**config.mk**
```make
export PLATFORM = sky130hd
export DESIGN_NAME = pulse_width_classifier
export DESIGN_NICKNAME = d
export VERILOG_FILES = /design/src/rtl/pwc_pkg.sv /design/src/rtl/pwc_output_slot.sv /design/src/rtl/pulse_width_classifier.sv
export SDC_FILE = /design/constraint.sdc
export NUM_CORES = 1
export LEC_CHECK = 0
export BUFFER_PORTS_ARGS = -buffer_cell sky130_fd_sc_hd__buf_2
export CAP_MARGIN = 40
export CORE_UTILIZATION = 45
export DETAILED_ROUTE_END_ITERATION = 6
export PLACE_DENSITY_LB_ADDON = 0.15
export SLEW_MARGIN = 20
export SYNTH_ARGS = -nofsm -noshare
export SYNTH_HDL_FRONTEND = slang
export SYNTH_HIERARCHICAL = 1
export SYNTH_SLANG_ARGS = --single-unit
```
**constraint.sdc**
```tcl
create_clock -name clock -period 7.15 [get_ports clock]
set_input_delay 1.0725 -clock clock [delete_from_list [all_inputs] [get_ports clock]]
set_output_delay 1.0725 -clock clock [all_outputs]
set_load 0.02 [all_outputs]
```
**src/rtl/pwc_pkg.sv**
```systemverilog
// Shared definitions for the pulse width classifier: FSM state encoding and
// the unsigned absolute-difference helper used for classification.
package pwc_pkg;

    // Widest TIMER_W supported. Callers zero-extend their operands to this width.
    localparam int PWC_DIFF_W = 32;

    typedef enum logic {
        PWC_LOW  = 1'b0,
        PWC_HIGH = 1'b1
    } pwc_state_e;

    // |a - b| on unsigned operands. The larger value is always the minuend, so
    // the result cannot wrap.
    function automatic logic [PWC_DIFF_W-1:0] pwc_abs_diff(
        input logic [PWC_DIFF_W-1:0] a,
        input logic [PWC_DIFF_W-1:0] b
    );
        return (a >= b) ? (a - b) : (b - a);
    endfunction

endpackage

```
**src/rtl/pwc_output_slot.sv**
```systemverilog
// One-entry valid/ready holding register for classifier results.
// A result offered while the slot is full and not draining is dropped, the
// held result is kept, and a sticky overflow flag is raised.
module pwc_output_slot #(
    parameter int WIDTH = 8
) (
    input  logic             clock,
    input  logic             reset,
    input  logic             load_i,
    input  logic             bit_i,
    input  logic [WIDTH-1:0] width_i,
    input  logic             ready_i,
    output logic             valid_o,
    output logic             bit_o,
    output logic [WIDTH-1:0] width_o,
    output logic             overflow_o
);

    logic             valid_q;
    logic             bit_q;
    logic [WIDTH-1:0] width_q;
    logic             overflow_q;

    // The slot can take a new result when it is empty or is handing its
    // current result over on this same edge.
    logic slot_free;
    assign slot_free = !valid_q || ready_i;

    // Load, drain and overflow tracking for the holding register.
    always_ff @(posedge clock) begin
        if (reset) begin
            valid_q    <= 1'b0;
            bit_q      <= 1'b0;
            width_q    <= '0;
            overflow_q <= 1'b0;
        end else begin
            // NOTE: non-blocking assignments here so every register in this
            // block sees the pre-edge values of the others, like real flops.
            if (load_i && slot_free) begin
                valid_q <= 1'b1;
                bit_q   <= bit_i;
                width_q <= width_i;
            end else if (valid_q && ready_i) begin
                valid_q <= 1'b0;
            end
            if (load_i && !slot_free) begin
                overflow_q <= 1'b1;
            end
        end
    end

    assign valid_o    = valid_q;
    assign bit_o      = bit_q;
    assign width_o    = width_q;
    assign overflow_o = overflow_q;

endmodule

```
**src/rtl/pulse_width_classifier.sv**
```systemverilog
// Pulse width classifier: times each high pulse on digital_in, learns the
// shortest and longest accepted widths, and reports each pulse as short (0)
// or long (1) through a one-entry valid/ready output slot.
// Optional: define PWC_INPUT_SYNC_EN to pass digital_in through a 2-flop
// synchroniser before sampling (edge timing shifts by 2 cycles).
module pulse_width_classifier
    import pwc_pkg::*;
#(
    parameter int TIMER_W   = 8,
    parameter int MIN_PULSE = 2
) (
    input  logic               clock,
    input  logic               reset,
    input  logic               digital_in,
    input  logic               clear_training,
    output logic               out_valid,
    input  logic               out_ready,
    output logic               out_bit,
    output logic [TIMER_W-1:0] out_width,
    output logic [TIMER_W-1:0] min_width,
    output logic [TIMER_W-1:0] max_width,
    output logic               trained,
    output logic               timeout,
    output logic               overflow
);

    localparam logic [TIMER_W-1:0] TIMER_MAX = '1;
    localparam logic [TIMER_W-1:0] MIN_W     = TIMER_W'(MIN_PULSE);

    logic s;
    logic prev_q;

`ifdef PWC_INPUT_SYNC_EN
    logic sync1_q;
    logic sync2_q;

    // Two-flop synchroniser for the asynchronous serial input.
    always_ff @(posedge clock) begin
        if (reset) begin
            sync1_q <= 1'b0;
            sync2_q <= 1'b0;
        end else begin
            sync1_q <= digital_in;
            sync2_q <= sync1_q;
        end
    end

    assign s = sync2_q;
`else
    assign s = digital_in;
`endif

    logic rise;
    logic fall;
    assign rise = s && !prev_q;
    assign fall = !s && prev_q;

    pwc_state_e         state_q;
    logic [TIMER_W-1:0] timer_q;
    logic [TIMER_W-1:0] timer_d;
    logic               timeout_q;

    // Saturating increment; holds at TIMER_MAX once reached.
    assign timer_d = (timer_q == TIMER_MAX) ? timer_q : timer_q + 1'b1;

    // Pulse FSM: LOW waits for a rising edge, HIGH counts until the falling
    // edge. The timer and sticky timeout are owned here.
    always_ff @(posedge clock) begin
        if (reset) begin
            state_q   <= PWC_LOW;
            prev_q    <= 1'b0;
            timer_q   <= '0;
            timeout_q <= 1'b0;
        end else begin
            prev_q <= s;
            case (state_q)
                PWC_LOW: begin
                    if (rise) begin
                        state_q   <= PWC_HIGH;
                        timer_q   <= TIMER_W'(1);
                        timeout_q <= 1'b0;
                    end
                end
                PWC_HIGH: begin
                    if (fall) begin
                        state_q <= PWC_LOW;
                    end else if (s) begin
                        timer_q <= timer_d;
                        if (timer_d == TIMER_MAX) begin
                            timeout_q <= 1'b1;
                        end
                    end
                end
                default: state_q <= PWC_LOW;
            endcase
        end
    end

    logic [TIMER_W-1:0] min_q;
    logic [TIMER_W-1:0] max_q;

    logic                  accept;
    logic                  class_bit;
    logic [PWC_DIFF_W-1:0] d_min;
    logic [PWC_DIFF_W-1:0] d_max;

    // Evaluate the pulse at its falling edge against the pre-update min/max.
    // Glitches and timed-out pulses are discarded entirely.
    always_comb begin
        // NOTE: every output of this block gets a default first, so no path
        // leaves it unassigned and no latch is inferred.
        accept    = 1'b0;
        d_min     = pwc_abs_diff(PWC_DIFF_W'(timer_q), PWC_DIFF_W'(min_q));
        d_max     = pwc_abs_diff(PWC_DIFF_W'(timer_q), PWC_DIFF_W'(max_q));
        class_bit = !(d_min < d_max);
        if (state_q == PWC_HIGH && fall && !timeout_q && timer_q >= MIN_W) begin
            accept = 1'b1;
        end
    end

    // Adaptive min/max learning; a training clear takes priority over any
    // update from a coincident evaluation.
    always_ff @(posedge clock) begin
        if (reset || clear_training) begin
            min_q <= '1;
            max_q <= '0;
        end else if (accept) begin
            if (timer_q < min_q) min_q <= timer_q;
            if (timer_q > max_q) max_q <= timer_q;
        end
    end

    pwc_output_slot #(
        .WIDTH(TIMER_W)
    ) u_output_slot (
        .clock      (clock),
        .reset      (reset),
        .load_i     (accept),
        .bit_i      (class_bit),
        .width_i    (timer_q),
        .ready_i    (out_ready),
        .valid_o    (out_valid),
        .bit_o      (out_bit),
        .width_o    (out_width),
        .overflow_o (overflow)
    );

    assign min_width = min_q;
    assign max_width = max_q;
    assign trained   = (min_q < max_q);
    assign timeout   = timeout_q;

endmodule

```
# ---- Word level (Yosys, flattened, before mapping)
# Cells that the tools add are included.
dict set report totals {
  reg_bits 38
  latchBits 0
  ram_bits 0
  romBits 0
  input_bits 5
  out_inout_bits 29
  elab_cells 68
  mem_count 0
}
dict set report op_classes {
  add_sub_neg 5
  multipliers 0
  div 0
  magnitude_cmp 7
  n_eq_ne 6
  shift 0
  mux 18
  bitwise_logic 1
  reduce_logical 21
}
# op n
set ops {}
lappend ops {{32-bit two-way mux} 2}
lappend ops {{8-bit by 8-bit subtractor with 9-bit output} 4}
lappend ops {{32-bit < comparator} 1}
lappend ops {{8-bit two-way mux} 4}
lappend ops {{8-bit equality test (second input constant)} 2}
lappend ops {{8-bit >= comparator} 2}
lappend ops {{8-bit < comparator} 2}
lappend ops {{8-bit one-hot mux with 2 select lines} 1}
lappend ops {{1-bit two-way mux} 9}
lappend ops {{8-bit by 1-bit adder with 8-bit output (second input constant)} 1}
lappend ops {{8-bit by 2-bit >= comparator with 1-bit output (second input constant)} 1}
lappend ops {{8-bit > comparator} 1}
lappend ops {{1-bit logical AND} 8}
lappend ops {{1-bit logical NOT} 6}
lappend ops {{2-bit inequality test (second input constant)} 3}
lappend ops {{1-bit one-hot mux with 2 select lines} 2}
lappend ops {{2-bit AND reduction} 2}
lappend ops {{4-bit AND reduction} 1}
lappend ops {{3-bit AND reduction} 1}
lappend ops {{1-bit logical OR} 2}
lappend ops {{2-bit by 1-bit inequality test with 1-bit output (second input constant)} 1}
lappend ops {{2-bit nonzero test} 1}
lappend ops {{1-bit NOT} 1}

# ---- Logic depth before layout (Yosys ltp)
dict set report depth {
  word_depth 8
  depth_mapped 17
  ltp_nobuf 17
}

# ---- Cells and area by module
# The synthesis kept the hierarchy.
# module n_inst cells_each area_per_inst_um2 seq_area_each_um2
set by_module_without_submodules {}
lappend by_module_without_submodules {pulse_width_classifier 1 367 3000.4 540.5}
lappend by_module_without_submodules {pwc_output_slot 1 47 480.5 220.2}

# ---- Least setup slack after synthesis
# OpenSTA, ideal clock, no wires.
dict set report synth_timing {
  kind {register to register}
  start {reg min_q[4] (netlist: min_width[4])}
  end {reg u_output_slot.bit_q (netlist: u_output_slot/bit_o)}
  setup_ns 0.119
  t_arrival_ns 3.362
  required_time_ns 7.031
  path_slack_ns 3.668
  stages_incl_launch_ff 15
  n_path_buf 1
  period_less_slack_ns 3.482
  cell_sequence {dfxtp_1 -> inv_1 -> ha_1 -> buf_2 -> a211oi_2 -> nor2_1 -> or3_1 -> o22ai_4 -> mux2_4 -> xor2_1 -> ha_1 -> or3_1 -> o41a_1 -> nand2b_1 -> mux2i_1}
}
dict set report synth_via {
  elab_chain_len 4
  word_cells_on_any_way 6
  cone_classes {add/sub: 2; order compare: 2; mux: 1; reduce/logical: 1}
}
# item line_no
set synth_rtl {}
lappend synth_rtl {{start, declared} pulse_width_classifier.sv:99} ;# logic [TIMER_W-1:0] min_q;
lappend synth_rtl {{start signal, assigned} pulse_width_classifier.sv:128} ;# if (timer_q < min_q) min_q <= timer_q;
lappend synth_rtl {{8-bit by 8-bit subtractor with 9-bit output / 8-bit >= comparator (equally long branches)} pwc_pkg.sv:19} ;# return (a >= b) ? (a - b) : (b - a);
lappend synth_rtl {{32-bit two-way mux (*)} pwc_pkg.sv:19}
lappend synth_rtl {{32-bit < comparator (*)} pulse_width_classifier.sv:115} ;# class_bit = !(d_min < d_max);
lappend synth_rtl {{1-bit logical NOT (*)} pulse_width_classifier.sv:115}
lappend synth_rtl {{net class_bit} pulse_width_classifier.sv:103} ;# logic class_bit;
lappend synth_rtl {{end signal, assigned} pwc_output_slot.sv:41} ;# bit_q <= bit_i;
lappend synth_rtl {{end, declared} pwc_output_slot.sv:20} ;# logic bit_q;
# Mark *: on every way through the listed nets, which the timed path passes. The rest lies on a longest branch.
# A chain may end at the register's enable or synchronous reset.

# ---- Final worst setup path
dict set report layout_timing {
  start {reg timer_q[4]}
  end {reg u_output_slot.bit_q (netlist: u_output_slot/bit_o)}
}
dict set report layout_via {
  elab_chain_len 4
  word_cells_on_any_way 14
  cone_classes {add/sub: 4; order compare: 4; mux: 3; reduce/logical: 3}
}
# item line_no
set layout_rtl {}
lappend layout_rtl {{start, declared} pulse_width_classifier.sv:59} ;# logic [TIMER_W-1:0] timer_q;
lappend layout_rtl {{start signal, assigned} pulse_width_classifier.sv:88} ;# timer_q <= timer_d;
lappend layout_rtl {{8-bit by 8-bit subtractor with 9-bit output / 8-bit >= comparator (equally long branches)} pwc_pkg.sv:19}
lappend layout_rtl {{32-bit two-way mux} pwc_pkg.sv:19}
lappend layout_rtl {{32-bit < comparator (*)} pulse_width_classifier.sv:115}
lappend layout_rtl {{1-bit logical NOT (*)} pulse_width_classifier.sv:115}
lappend layout_rtl {{net class_bit} pulse_width_classifier.sv:103}
# Marked as above.

==> impl_results.md <==
- Status: complete, no violations
- CP Cell Sequence: ha_1, a211oi_2, nor2_1, or3_1, o22ai_4, mux2_4, xor2_1, ha_1, or3_1, o41a_1, nand2b_1, mux2i_1
- Worst-path fanout max: 11
- Total Routed Length: 9150 um
- Initial drt markers: 232
- Synth Flop Type: dfxtp_1
- Post-route minimum period: 3810 ps
- Sequential share of the synthesized area: 21.9%
- Commonest cells after routing, fill and taps aside: ha_1 (50), nor2_1 (38), dfxtp_1 (38)
- Peak supply drop: 0.0857 mV
- Via density: 5.78
- PostCTS Resize Cnt: 0
- Clock-pin slew on the worst setup and hold paths: 80 ps
- Reg2reg start: timer_q[4]$_SDFFE_PP0P_
- HPWL after DPL: 7090 um
- Crit Path Category: flop to flop
- Post-Syn Area: 3480 um^2
- TritonRoute pass-1 iters: 6
- Pre-CTS setup slack: 3400 ps
- Fin nets: about 500
- Post-Synthesis Cells: 414
- Post-synthesis sequential element count: 38
- Hold Path Class: flop to flop
- Initial core utilization: 47.2%
- Max_slew headroom: roughly half
- First-pass GRT wire length: 15100 um
- Critical path launch point type: flop
- Clock tree buffer depth: 2
- Hold Vio Cnt, Final: 0
- Fin Setup TNS: 0 ps
- Synth unique cells: 61
- Commonest non-fill, non-tap cell in the layout: ha_1
- Final Util: 51.1%
- TritonCTS clock tree: built
- Layout fillers: 740
- Latest clock arrival within the worst-skew pair: 300 ps
- Setup ws final: 3340 ps
- CP max stage cell: dfxtp_1
- Pleak: 1.68 nW
- CTS Hold Bufs: 0
- Die Area: 8090 um^2
- GRT Util Overall: a little under a quarter
- Vias in the first global route: 2980
- WHS: about 470 ps
- Hold Startpoint: u_output_slot/overflow_o$_SDFFE_PP0P_
- Post-route cell area: 3770 um^2
- Max cap viols: 0
- Number of synthesized flops with an enable pin: 0
- N_diodes: 0
- Placed cell areas: 3650 um^2
- Initial antenna violation count: 0
- PortBufs: 33
- CP endpoint kind: flop
- Slowest stage delay, CP: around 610 ps
- Peak Freq: 262 MHz
- Critical Path AT: 3970 ps
- Total setup buffers inserted after CTS: 0
- Area growth from synthesis to layout: 8.27%
- CP startpoint: timer_q[4]$_SDFFE_PP0P_
- Fin Clk Skew: 6.58 ps
- DRT antenna net count: 0
- Layout cells sized above 1: a little over an eighth
- Pin count of the biggest net entering global routing: 35
- Async set-reset flop share out of synthesis: 0%
- Die width: 90.0 um
- Num ports: 34
- Die Height: 90.0 um
- GP Congestion: 0.938
- Sink Count: 38
- Remaining global-route overflow: 0
- Crit path required time: 7310 ps
- CTS Buf Count: 5
- Routed length per instance: 17.1 um
- Slew Viols, Final: 0
- # setup viols final: 0
- DRC violations left: 0
- Synth warn: 6
- Std cell rows: 31
- Avg Inst Size Synth: 8.41 um^2
- Root Driver: clkbuf_8
- Fin crit share: 53.3%
- Power per cell area: 116 nW/um^2
- Via count: 3086
- Core ar.: 7370 um^2
- Unrepaired setup endpoints after global routing: no
- Syn Nets: 473
- H-tree Lvls: 2
- Least-Margin Pin Slew: 737 ps
through the flow:
| step | power (mW) | instances |
|---|---|---|
| finish | 0.436 | 534 |
| CTS | 0.440 | 534 |
| detailed placement | 0.254 | 526 |
| floorplan | 0.244 | 414 |
| global route | 0.453 | 534 |
| global placement | 0.253 | 525 |
worst max-delay path: cells and delay by family (launching register included):
family          cells  cell delay (ps)
mux                 2              410
flops               1              610
xor+xnor            1              150
fa+ha+maj           2              630
compound gates      3              940
simple gates        4              920
cells by family (layout without fill, tap and decap cells):
group           Yosys count  after routing  synth area share [%]
xor+xnor                 11             11                  2.77
compound gates          103            103                  20.8
fa+ha+maj                54             54                  20.3
buf+inv                  54             75                  7.01
mux                      31             31                  9.09
flops                    38             38                  21.9
simple gates            123            123                  18.2
synth_stat cells (5+ instances only):
cell type	n	share of area, %
nor2_1	38	4.1
a211oi_1	5	1.1
a21o_1	6	1.3
o21ai_0	17	2.4
mux2i_1	29	8.3
dfxtp_1	38	22
xor2_1	8	2.0
a31oi_1	7	1.3
nor3_1	9	1.3
inv_1	32	3.5
nor2b_1	6	1.1
ha_1	50	18
nand2_1	22	2.4
o211ai_1	9	1.9
clkbuf_1	8	0.86
nand2b_1	24	4.3
buf_2	5	0.72
a21oi_1	30	4.3
sequential cells by signal, indices dropped and copies added, names as in the netlist:
register and cells:
max_width 8, min_width 8, timer_q 8, u_output_slot/width_o 8, prev_q 1, state_q 1, timeout 1, u_output_slot/bit_o 1
u_output_slot/overflow_o 1, u_output_slot/valid_o 1
report_power, final:
part	internal, mW	switching [mW]	total [mW]	leakage (nW)
combinational	0.0129	0.0208	0.0338	1.32
clock	0.104	0.0830	0.187	0.0504
sequential	0.213	0.00299	0.216	0.307
total	0.330	0.107	0.436	1.68
metal layers:
metal / share of wire, % / vias to the layer above / routed length (um) / global-route usage, %
li1: - / 1498 / - / -
met1: 48 / 1447 / 4360 / 31.6
met2: 44 / 110 / 4040 / 37.9
met3: 3.9 / 31 / 356 / 2.45
met4: 4.3 / 0 / 395 / 10.8
met5: 0 / - / 0 / 0
worst paths after layout:
kind                                           end  slack, ps  cells after the start
min          u_output_slot/overflow_o$_SDFFE_PP0P_        470                      2
min reg2reg  u_output_slot/overflow_o$_SDFFE_PP0P_        470                      2
max reg2reg       u_output_slot/bit_o$_SDFFE_PP0P_       3340                     12
max               u_output_slot/bit_o$_SDFFE_PP0P_       3340                     12
cell type report:
class                   instances  area, um^2  area share (%)
repair buffers                 34         170            4.52
multi-input cells             322        2480            65.7
inverters                      33         124            3.29
clock buffers                   5        68.8            1.83
well taps                      99         124            3.29
flip-flops and latches         38         761            20.2
clock inverters                 3        45.0            1.20
(Power assumes the default switching activity.)
